[src/rtl/avalon_st_error_adapter_pipe.sv]
// Avalon-ST error-width adapter with a registered 2-entry skid stage and optional EOP error accumulation.
// Define ERR_ADAPT_STATS_EN to add the errored-packet counter (stats_clr / err_pkt_cnt).
module avalon_st_error_adapter_pipe #(
  parameter int DATA_W     = 64,
  parameter int EMPTY_W    = 3,
  parameter int IN_ERR_W   = 1,
  parameter int OUT_ERR_W  = 2,
  parameter int STICKY_EOP = 1,
  parameter int CNT_W      = 16
) (
  input  logic                 clk,
  input  logic                 reset_n,
  output logic                 in_ready,
  input  logic                 in_valid,
  input  logic [DATA_W-1:0]    in_data,
  input  logic [IN_ERR_W-1:0]  in_error,
  input  logic                 in_startofpacket,
  input  logic                 in_endofpacket,
  input  logic [EMPTY_W-1:0]   in_empty,
  input  logic                 out_ready,
  output logic                 out_valid,
  output logic [DATA_W-1:0]    out_data,
  output logic [OUT_ERR_W-1:0] out_error,
  output logic                 out_startofpacket,
  output logic                 out_endofpacket,
  output logic [EMPTY_W-1:0]   out_empty
`ifdef ERR_ADAPT_STATS_EN
  ,
  input  logic                 stats_clr,
  output logic [CNT_W-1:0]     err_pkt_cnt
`endif
);

  typedef struct packed {
    logic [DATA_W-1:0]    data;
    logic [OUT_ERR_W-1:0] err;
    logic                 sop;
    logic                 eop;
    logic [EMPTY_W-1:0]   empty;
  } beat_t;

  typedef enum logic [1:0] {S_EMPTY, S_ONE, S_FULL} state_t;

  state_t state_q, state_d;
  logic   in_ready_q, out_valid_q;
  logic   accept, pop;
  logic   ld_out_in, ld_out_skid, ld_skid;
  beat_t  in_beat, out_q, skid_q;
  logic [OUT_ERR_W-1:0] map_err, beat_err;

  assign accept = in_valid & in_ready_q;
  assign pop    = out_valid_q & out_ready;

  // Error width mapping; narrowing folds all upper input bits into the top output bit.
  if (OUT_ERR_W >= IN_ERR_W) begin : g_widen
    assign map_err = OUT_ERR_W'(in_error);
  end else if (OUT_ERR_W == 1) begin : g_narrow1
    assign map_err = |in_error;
  end else begin : g_narrow
    assign map_err = {|(in_error >> (OUT_ERR_W-1)), in_error[OUT_ERR_W-2:0]};
  end

  if (STICKY_EOP != 0) begin : g_sticky
    logic [OUT_ERR_W-1:0] sticky_q, sticky_d, base;
    always_comb begin
      base     = in_startofpacket ? '0 : sticky_q;
      beat_err = in_endofpacket ? (base | map_err) : map_err;
      sticky_d = sticky_q;
      if (accept) sticky_d = in_endofpacket ? '0 : (base | map_err);
    end
    always_ff @(posedge clk) begin
      if (!reset_n) sticky_q <= '0;
      else          sticky_q <= sticky_d;
    end
  end else begin : g_pass
    assign beat_err = map_err;
  end

  assign in_beat = '{data: in_data, err: beat_err, sop: in_startofpacket,
                     eop: in_endofpacket, empty: in_empty};

  // State register; ready/valid are flopped from the next state so neither is combinational.
  always_ff @(posedge clk) begin
    if (!reset_n) begin
      state_q     <= S_EMPTY;
      in_ready_q  <= 1'b0;
      out_valid_q <= 1'b0;
    end else begin
      state_q     <= state_d;
      in_ready_q  <= (state_d != S_FULL);
      out_valid_q <= (state_d != S_EMPTY);
    end
  end

  always_comb begin
    state_d = state_q;
    case (state_q)
      S_EMPTY: if (accept) state_d = S_ONE;
      S_ONE: begin
        if (accept && !pop)      state_d = S_FULL;
        else if (pop && !accept) state_d = S_EMPTY;
      end
      S_FULL:  if (pop) state_d = S_ONE;
      default: state_d = S_EMPTY;
    endcase
  end

  always_comb begin
    ld_out_in   = 1'b0;
    ld_out_skid = 1'b0;
    ld_skid     = 1'b0;
    case (state_q)
      S_EMPTY: ld_out_in = accept;
      S_ONE: begin
        ld_out_in = accept & pop;
        ld_skid   = accept & ~pop;
      end
      S_FULL:  ld_out_skid = pop;
      default: ;
    endcase
  end

  always_ff @(posedge clk) begin
    if (!reset_n) begin
      out_q  <= '0;
      skid_q <= '0;
    end else begin
      if (ld_out_in)        out_q <= in_beat;
      else if (ld_out_skid) out_q <= skid_q;
      if (ld_skid)          skid_q <= in_beat;
    end
  end

  assign in_ready          = in_ready_q;
  assign out_valid         = out_valid_q;
  assign out_data          = out_q.data;
  assign out_error         = out_q.err;
  assign out_startofpacket = out_q.sop;
  assign out_endofpacket   = out_q.eop;
  assign out_empty         = out_q.empty;

`ifdef ERR_ADAPT_STATS_EN
  logic [CNT_W-1:0] cnt_q;
  always_ff @(posedge clk) begin
    if (!reset_n)       cnt_q <= '0;
    else if (stats_clr) cnt_q <= '0;
    else if (pop && out_q.eop && (|out_q.err) && (cnt_q != '1))
      cnt_q <= cnt_q + 1'b1;
  end
  assign err_pkt_cnt = cnt_q;
`else
  logic unused_cnt_w;
  assign unused_cnt_w = ^CNT_W;
`endif

endmodule

[config.mk]
export PLATFORM = sky130hd
export DESIGN_NAME = avalon_st_error_adapter_pipe
export DESIGN_NICKNAME = d
export VERILOG_FILES = /design/src/rtl/avalon_st_error_adapter_pipe.sv
export SDC_FILE = /design/constraint.sdc
export NUM_CORES = 1
export LEC_CHECK = 0
export CAP_MARGIN = 20
export CORE_UTILIZATION = 40
export CTS_CLUSTER_SIZE = 25
export DETAILED_ROUTE_END_ITERATION = 6
export PLACE_DENSITY = 0.67
export SLEW_MARGIN = 20
export SYNTH_ARGS = -nofsm -noshare
export SYNTH_HDL_FRONTEND = slang
export SYNTH_SLANG_ARGS = --single-unit
[constraint.sdc]
create_clock -name clk -period 1.65 [get_ports clk]
set_input_delay 0.33 -clock clk [delete_from_list [all_inputs] [get_ports clk]]
set_output_delay 0.33 -clock clk [all_outputs]
set_load 0.02 [all_outputs]
# After elaboration in Yosys (flattened, before gate mapping)
# Cells that the tools add are included.
# totals
register_bits	148
latch_bits	0
mem_bits_rw	0
romBits	0
inputBits	74
output_inout_bits	73
wordCells	43
mem_count	0
# op_classes
addsub	0
multipliers	0
n_div	0
order_cmp	0
eq_ne	3
n_shift	0
mux	13
n_bitwise	6
reduce_logical	7
# op_table
op	count
$mux 71	2
$mux 2	7
$pmux 2 s3	1
$and 1x1->1	4
$reduce_bool 2->1	2
$eq 2x1->1 const B	1
$eq 2x2->1 const B	1
$logic_and 1x1->1	2
$logic_not 1->1	2
$logic_not 2->1	1
$mux 1	2
$ne 2x2->1 const B	1
$or 2x1->2	1
$pmux 1 s2	1
$not 1->1	1

# Depth between registers and ports, before layout
# Gate-level depths: netlist of run 1.
# logic_depth
depth_word	7
mapped_depth	5
ltp_nobuf	3

# Least setup slack after synthesis of run 1
# Ideal clock, no wire load.
# synth_path
path_type	register to register
start	register in_ready_q (netlist: in_ready)
end	register skid_q[6] (netlist name)
setup_ns	0.070
t_arrival_ns	1.349
t_required_ns	1.580
setup_slack_ns	0.230
path_stages_with_launch	6
path_buffers	2
period_less_slack_ns	1.420
cell_sequence	dfxtp_1 and3b_1 buf_2 buf_1 nand3_1 a21oi_1
# synth_between
elab_chain_cells	3
# synth_rtl
element	line	rtl
start: declaration	45	logic in_ready_q, out_valid_q;
start signal: assignment	90	in_ready_q <= (state_d != S_FULL);
$and 1x1->1	51	assign accept = in_valid & in_ready_q;
$and 1x1->1	116	ld_skid = accept & ~pop;
$mux 1	112	case (state_q)
end signal: assignment	130	if (ld_skid) skid_q <= in_beat;
end: declaration	48	beat_t in_beat, out_q, skid_q;
# Every way passes these cells.
# A chain may end at the register's enable or synchronous reset.

# Worst setup path in the final report of run 1
# layout_path
start	register out_valid_q (netlist: out_valid)
end	output out_valid
# layout_rtl
element	line	rtl
start: declaration	45	
start signal: assignment	91	out_valid_q <= (state_d != S_EMPTY);
end: declaration	21	output logic out_valid,
# No word-level cell between the ends.

==> results.json, run 1 <==
{
  "status": "finished, violations left",
  "violations": "DRC",
  "antenna_found_initial": 0,
  "cts_hold_buf": 0,
  "num_io_pins": 147,
  "fp.dieH_um": 126.3,
  "synth_common_cells": "dfxtp_1 (148), nand2_1 (145), a21oi_1 (73)",
  "numCtsBuffers": 17,
  "slowest_delay_ns": 0.42,
  "r2r_setup_slack_ns": 0.15,
  "avgViaCountPerCell": 5.686,
  "critPathSlowestCell": "dfxtp_2",
  "holdPathStages": 1,
  "relSlewSlack": 0.7929,
  "ant_nets": 0,
  "slew_violations": 0,
  "synth_top_area_cell": "dfxtp_1",
  "setup_viol": 0,
  "reg2reg_depth": 5,
  "synth-simple-area-share": 0.2245,
  "gp_congestion": 0.7312,
  "drive_gt1_frac": 0.09071,
  "synth.most_common_cell": "dfxtp_1",
  "cp_cell_sequence": "dlygate4sd2_1",
  "yosys_warnings": 0,
  "antenna_cells": 0,
  "netlist_instances": 758,
  "vias": 6147,
  "cp_max_fo": 6,
  "maxCapViolations": 0,
  "finalCritPeriodShare": 0.9479,
  "clk_pin_slew_ns": 0.06,
  "holdCritPathClass": "reg -> reg",
  "syn2layout_area_growth_pct": 40.21,
  "drt_iter0_markers": 547,
  "gr-total-overflow": 0,
  "grt_util_all_layers": 0.2245,
  "cts.path.max_buffers": 2,
  "ys.flop_type": "dfxtp_1",
  "dp_cells": 1051,
  "synth_top_family_by_area": "compound AO/OA/AOI/OAI gates",
  "dpl-instance-area_um2": 8099,
  "arrival_ns": 1.23,
  "r2r-end": "out_data[36]",
  "finalNonFillerCells": 1081,
  "critPathLaunch": "out_valid",
  "cts-root-buf": "clkbuf_16",
  "die-area_um2": 15950,
  "clock_latency_ns": 0.43,
  "peakVddDrop_mv": 0.7939,
  "initial_core_util": 0.4080,
  "synth_seq_cells": 148,
  "crit_family": "flip-flops",
  "cts_tree": "built",
  "h-tree-depth": 4,
  "fmax_mhz": 639.4,
  "dp.final_hpwl_um": 10570,
  "dr.pass1.iters": 7,
  "end_kind": "output pin",
  "synth_area_per_cell_um2": 8.153,
  "drcViolationCount": 2,
  "grt_setup_unrepaired": "no",
  "start_kind": "flop",
  "synth_top_area_share": 0.4794,
  "whs_endpoint": "g_sticky.sticky_q[1]",
  "fin_area_um2": 8665,
  "grt_max_degree": 55,
  "rows": 45,
  "tightest_slew_ns": 0.3078,
  "synth_edf_count": 0,
  "grt_pass1_wl_um": 28660,
  "postCtsResizedCells": 74,
  "hp-start": "g_sticky.sticky_q[1]",
  "post-cts-setup-buffers": 0,
  "numClockSinks": 148,
  "die_width_um": 126.3,
  "routed_wl_um": 17450,
  "timing.rr.start": "state_q[0]",
  "yosysSeqAreaShare": 0.4794,
  "fin_nets": 956,
  "period_needed_ns": 1.564,
  "core_area_um2": 15150,
  "p_leak_nw": 3.237,
  "p_per_area_nw_per_um2": 1113,
  "finalPower_mw": 9.647,
  "grt_pass1_vias": 5646,
  "port_buffers": 146,
  "timing.critical_path.buf_inv": 1,
  "synthesis.area_um2": 6180,
  "async_reset_ff_frac": 0,
  "synthXorXnorAreaFrac": 0,
  "ys_types": 33,
  "hold_violations": 0,
  "synth_compound_area_frac": 0.2270,
  "drt-wirelength-per-cell_um": 16.15,
  "synthMuxAreaShare": 0,
  "layout_setup_ws_ns": 0.08597,
  "synth_nets": 832,
  "crit_required_ns": 1.32,
  "post-place-ws_ns": -0.2434,
  "synth_adder_area_share": 0,
  "synth_area_leaders": "dfxtp_1 (48%), a311oi_1 (9.9%), nand2_1 (8.8%), a21oi_1 (5.9%), nand3_1 (5.8%)",
  "crit_type": "reg -> out",
  "skew_ns": 0.006699
}
routing by layer:
metal  vias to the layer above  share of wire  track usage  wire length, um
met4                         0          0.023      0.09922              405
met3                        28          0.059      0.04724             1029
met5                         -              0            0                0
met1                      2895           0.47       0.2960             8227
met2                       213           0.45       0.3549             7790
li1                       3011              -            -                -
how the worst max path moves through the flow:
stage                   end  slack [ns]  cells past startpoint
4_1_cts           out_valid        0.06                      1
3_3_place_gp   out_empty[2]       -0.19                      7
3_5_place_dp   out_data[36]       -0.24                      7
6_report          out_valid        0.09                      1
5_1_grt        out_data[36]        0.03                      5
2_1_floorplan     skid_q[6]        0.23                      5
registers in the layout, indices dropped and copies added, names as in the netlist:
| name | count |
|---|---|
| skid_q | 71 |
| out_data | 64 |
| out_empty | 3 |
| g_sticky.sticky_q | 2 |
| out_error | 2 |
| state_q | 2 |
| in_ready | 1 |
| out_endofpacket | 1 |
| out_startofpacket | 1 |
| out_valid | 1 |
kinds of logic after synthesis:
logic type,Yosys count
buf+inv,84
compound gates,222
flops,148
simple gates,304
cell usage in the layout (no fill, tap or decap), types with 2 or more instances in the layout:
cell type	instances
clkinvlp_4	2
o21ai_0	71
clkinv_2	2
nand2b_1	2
dfxtp_1	147
nand3_1	71
nand2_1	145
clkdlybuf4s50_1	73
clkbuf_16	17
a311oi_1	70
bufinv_16	5
a21oi_1	73
nor3_1	71
a21o_1	2
dlygate4sd2_1	73
buf_12	24
clkbuf_8	4
nor2_1	2
and3b_1	2
buf_4	18
report_power, final:
part	switching, mW	total (mW)	internal, mW
clock	1.47	4.29	2.82
sequential	0.108	3.88	3.77
combinational	0.834	1.48	0.647
total	2.41	9.65	7.24
layout make-up:
type                            instances  area, um^2
Inverter                                1       6.256
Multi-Input combinational cell        526        2818
Clock inverter                          9       175.2
Timing Repair Buffer                  188        1986
Fill cell                            1396        6481
Tap cell                              188       235.2
Clock buffer                           21       480.5
Sequential cell                       148        2964
metrics by stage:
| step | setup TNS, ns | hold slack [ns] | util |
|---|---|---|---|
| after detailed placement | -17.75 | 0.4605 | 0.5347 |
| after floorplan | 0 | 0.4406 | - |
| after CTS | 0 | 0.4684 | 0.5721 |
| after global placement | -15.67 | 0.4487 | 0.5347 |
| after global routing | 0 | 0.4754 | 0.5721 |
| final | 0 | 0.4701 | 0.5721 |
Power figures use the tool's default switching activity.
==> inputs of run 2 (changes only) <==
==> constraint.sdc (replaced) <==
create_clock -name clk -period 1.65 [get_ports clk]
set_input_delay 0.33 -clock clk [delete_from_list [all_inputs] [get_ports clk]]
set_output_delay 0.33 -clock clk [all_outputs]
set_load 0.01 [all_outputs]
==> results.json, run 2 (synthesized netlist as in run 1, its figures left out) <==
{
  "status": "finished, violations left",
  "violations": "DRC",
  "power_frac_comb": 0.150,
  "dp.final_hpwl_um": 10730,
  "fp.dieH_um": 126.3,
  "switching_share": 0.2421,
  "num_io_pins": 147,
  "relSlewSlack": 0.7975,
  "numCtsBuffers": 17,
  "setup_viol": 0,
  "arrival_ns": 1.29,
  "start_kind": "flop",
  "critPathSlowestCell": "clkdlybuf4s50_1",
  "crit_family": "buffers and inverters",
  "final_common_cell": "dfxtp_1",
  "timing.critical_path.buf_inv": 1,
  "grt_util_all_layers": 0.2197,
  "dpl-instance-area_um2": 8084,
  "drt-wirelength-per-cell_um": 16.00,
  "antenna_found_initial": 1,
  "cts_hold_buf": 0,
  "power_frac_seq": 0.412,
  "gp_congestion": 0.7551,
  "post-cts-setup-buffers": 0,
  "holdCritPathClass": "reg -> reg",
  "crit_type": "reg -> out",
  "routed_wl_um": 17300,
  "p_leak_nw": 3.660,
  "initial_core_util": 0.4080,
  "port_buffers": 146,
  "period_needed_ns": 1.619,
  "die_width_um": 126.3,
  "power.internal_mw": 7.140,
  "cts_tree": "built",
  "clock_latency_ns": 0.42,
  "ant_nets": 0,
  "slew_violations": 0,
  "cp_max_fo": 2,
  "cts.path.max_buffers": 2,
  "finalNonFillerCells": 1081,
  "crit_required_ns": 1.32,
  "die-area_um2": 15950,
  "skew_ns": 0.004631,
  "syn2layout_area_growth_pct": 42.38,
  "multi_input_area_um2": 2818,
  "setup_tns_ns": 0,
  "peakVddDrop_mv": 0.7256,
  "fmax_mhz": 617.5,
  "maxCapViolations": 0,
  "seqCellArea_um2": 2965,
  "fin_area_um2": 8798,
  "h-tree-depth": 4,
  "clk_pin_slew_ns": 0.06,
  "slowest_delay_ns": 0.54,
  "tightest_slew_ns": 0.3037,
  "drcViolationCount": 4,
  "grt_pass1_wl_um": 28120,
  "cts-root-buf": "clkbuf_16",
  "p_per_area_nw_per_um2": 1071,
  "regMostFlops": "skid_q",
  "pwr-share-clk": 0.438,
  "p_switching_mw": 2.281,
  "core_area_um2": 15150,
  "fin_nets": 954,
  "dr.pass1.iters": 6,
  "grt_setup_unrepaired": "no",
  "vias": 6069,
  "grt_max_degree": 55,
  "end_kind": "output pin",
  "gr-total-overflow": 0,
  "drive_gt1_frac": 0.08969,
  "dp_cells": 1049,
  "avgViaCountPerCell": 5.614,
  "cp_cell_sequence": "clkdlybuf4s50_1",
  "largest_reg_flops": 71,
  "drt_iter0_markers": 413,
  "nFillCells": 1355,
  "finalPower_mw": 9.421,
  "numClockSinks": 148,
  "hold_violations": 0,
  "postCtsResizedCells": 22,
  "finalCritPeriodShare": 0.9815,
  "rows": 45,
  "grt_pass1_vias": 5573,
  "most-common-layout-cells": "dfxtp_1 (146), nand2_1 (145), clkdlybuf4s50_1 (86)"
}
-- run 2: cell type report --
cell class | instances | share of cell area
Antenna cell | 1 | 0.0002844
Clock buffer | 22 | 0.05503
Clock inverter | 9 | 0.01706
Inverter | 1 | 0.0007110
Multi-Input combinational cell | 526 | 0.3202
Sequential cell | 148 | 0.3370
Tap cell | 188 | 0.02673
Timing Repair Buffer | 186 | 0.2429
-- run 2: path summary, 6_finish.rpt --
path | cells past startpoint | slack, ns | startpoint | to
max | 1 | 0.03 | out_data[42] | out_data[42]
min | 1 | 0.46 | g_sticky.sticky_q[1] | g_sticky.sticky_q[1]
max reg2reg | 5 | 0.15 | state_q[0] | out_data[51]
min reg2reg | 1 | 0.46 | g_sticky.sticky_q[1] | g_sticky.sticky_q[1]
-- run 2: through the flow --
step	hold WS (ns)	setup slack [ns]	utilization
floorplan	0.4406	0.3080	-
global placement	0.4479	-0.2098	0.5337
detailed placement	0.4529	-0.2932	0.5337
CTS	0.4609	0.001605	0.5741
global route	0.4845	0.0003948	0.5808
finish	0.4577	0.03057	0.5809
-- run 2: power groups by stage --
| stage | registers [mW] | logic [mW] | clock network, mW |
|---|---|---|---|
| after floorplan | 4.01 | 0.572 | 0 |
| after global placement | 3.96 | 1.46 | 0 |
| after detailed placement | 3.96 | 1.46 | 0 |
| after CTS | 3.88 | 1.44 | 4.20 |
| after global routing | 3.90 | 1.52 | 4.36 |
| final | 3.88 | 1.42 | 4.13 |
-- run 2: metal layers --
layer / routed length [um] / GRT usage / up-vias
met5: 0 / 0 / -
met4: 311 / 0.08434 / 0
met3: 981 / 0.05356 / 25
met2: 8034 / 0.3448 / 183
met1: 7969 / 0.2916 / 2863
li1: - / - / 2998
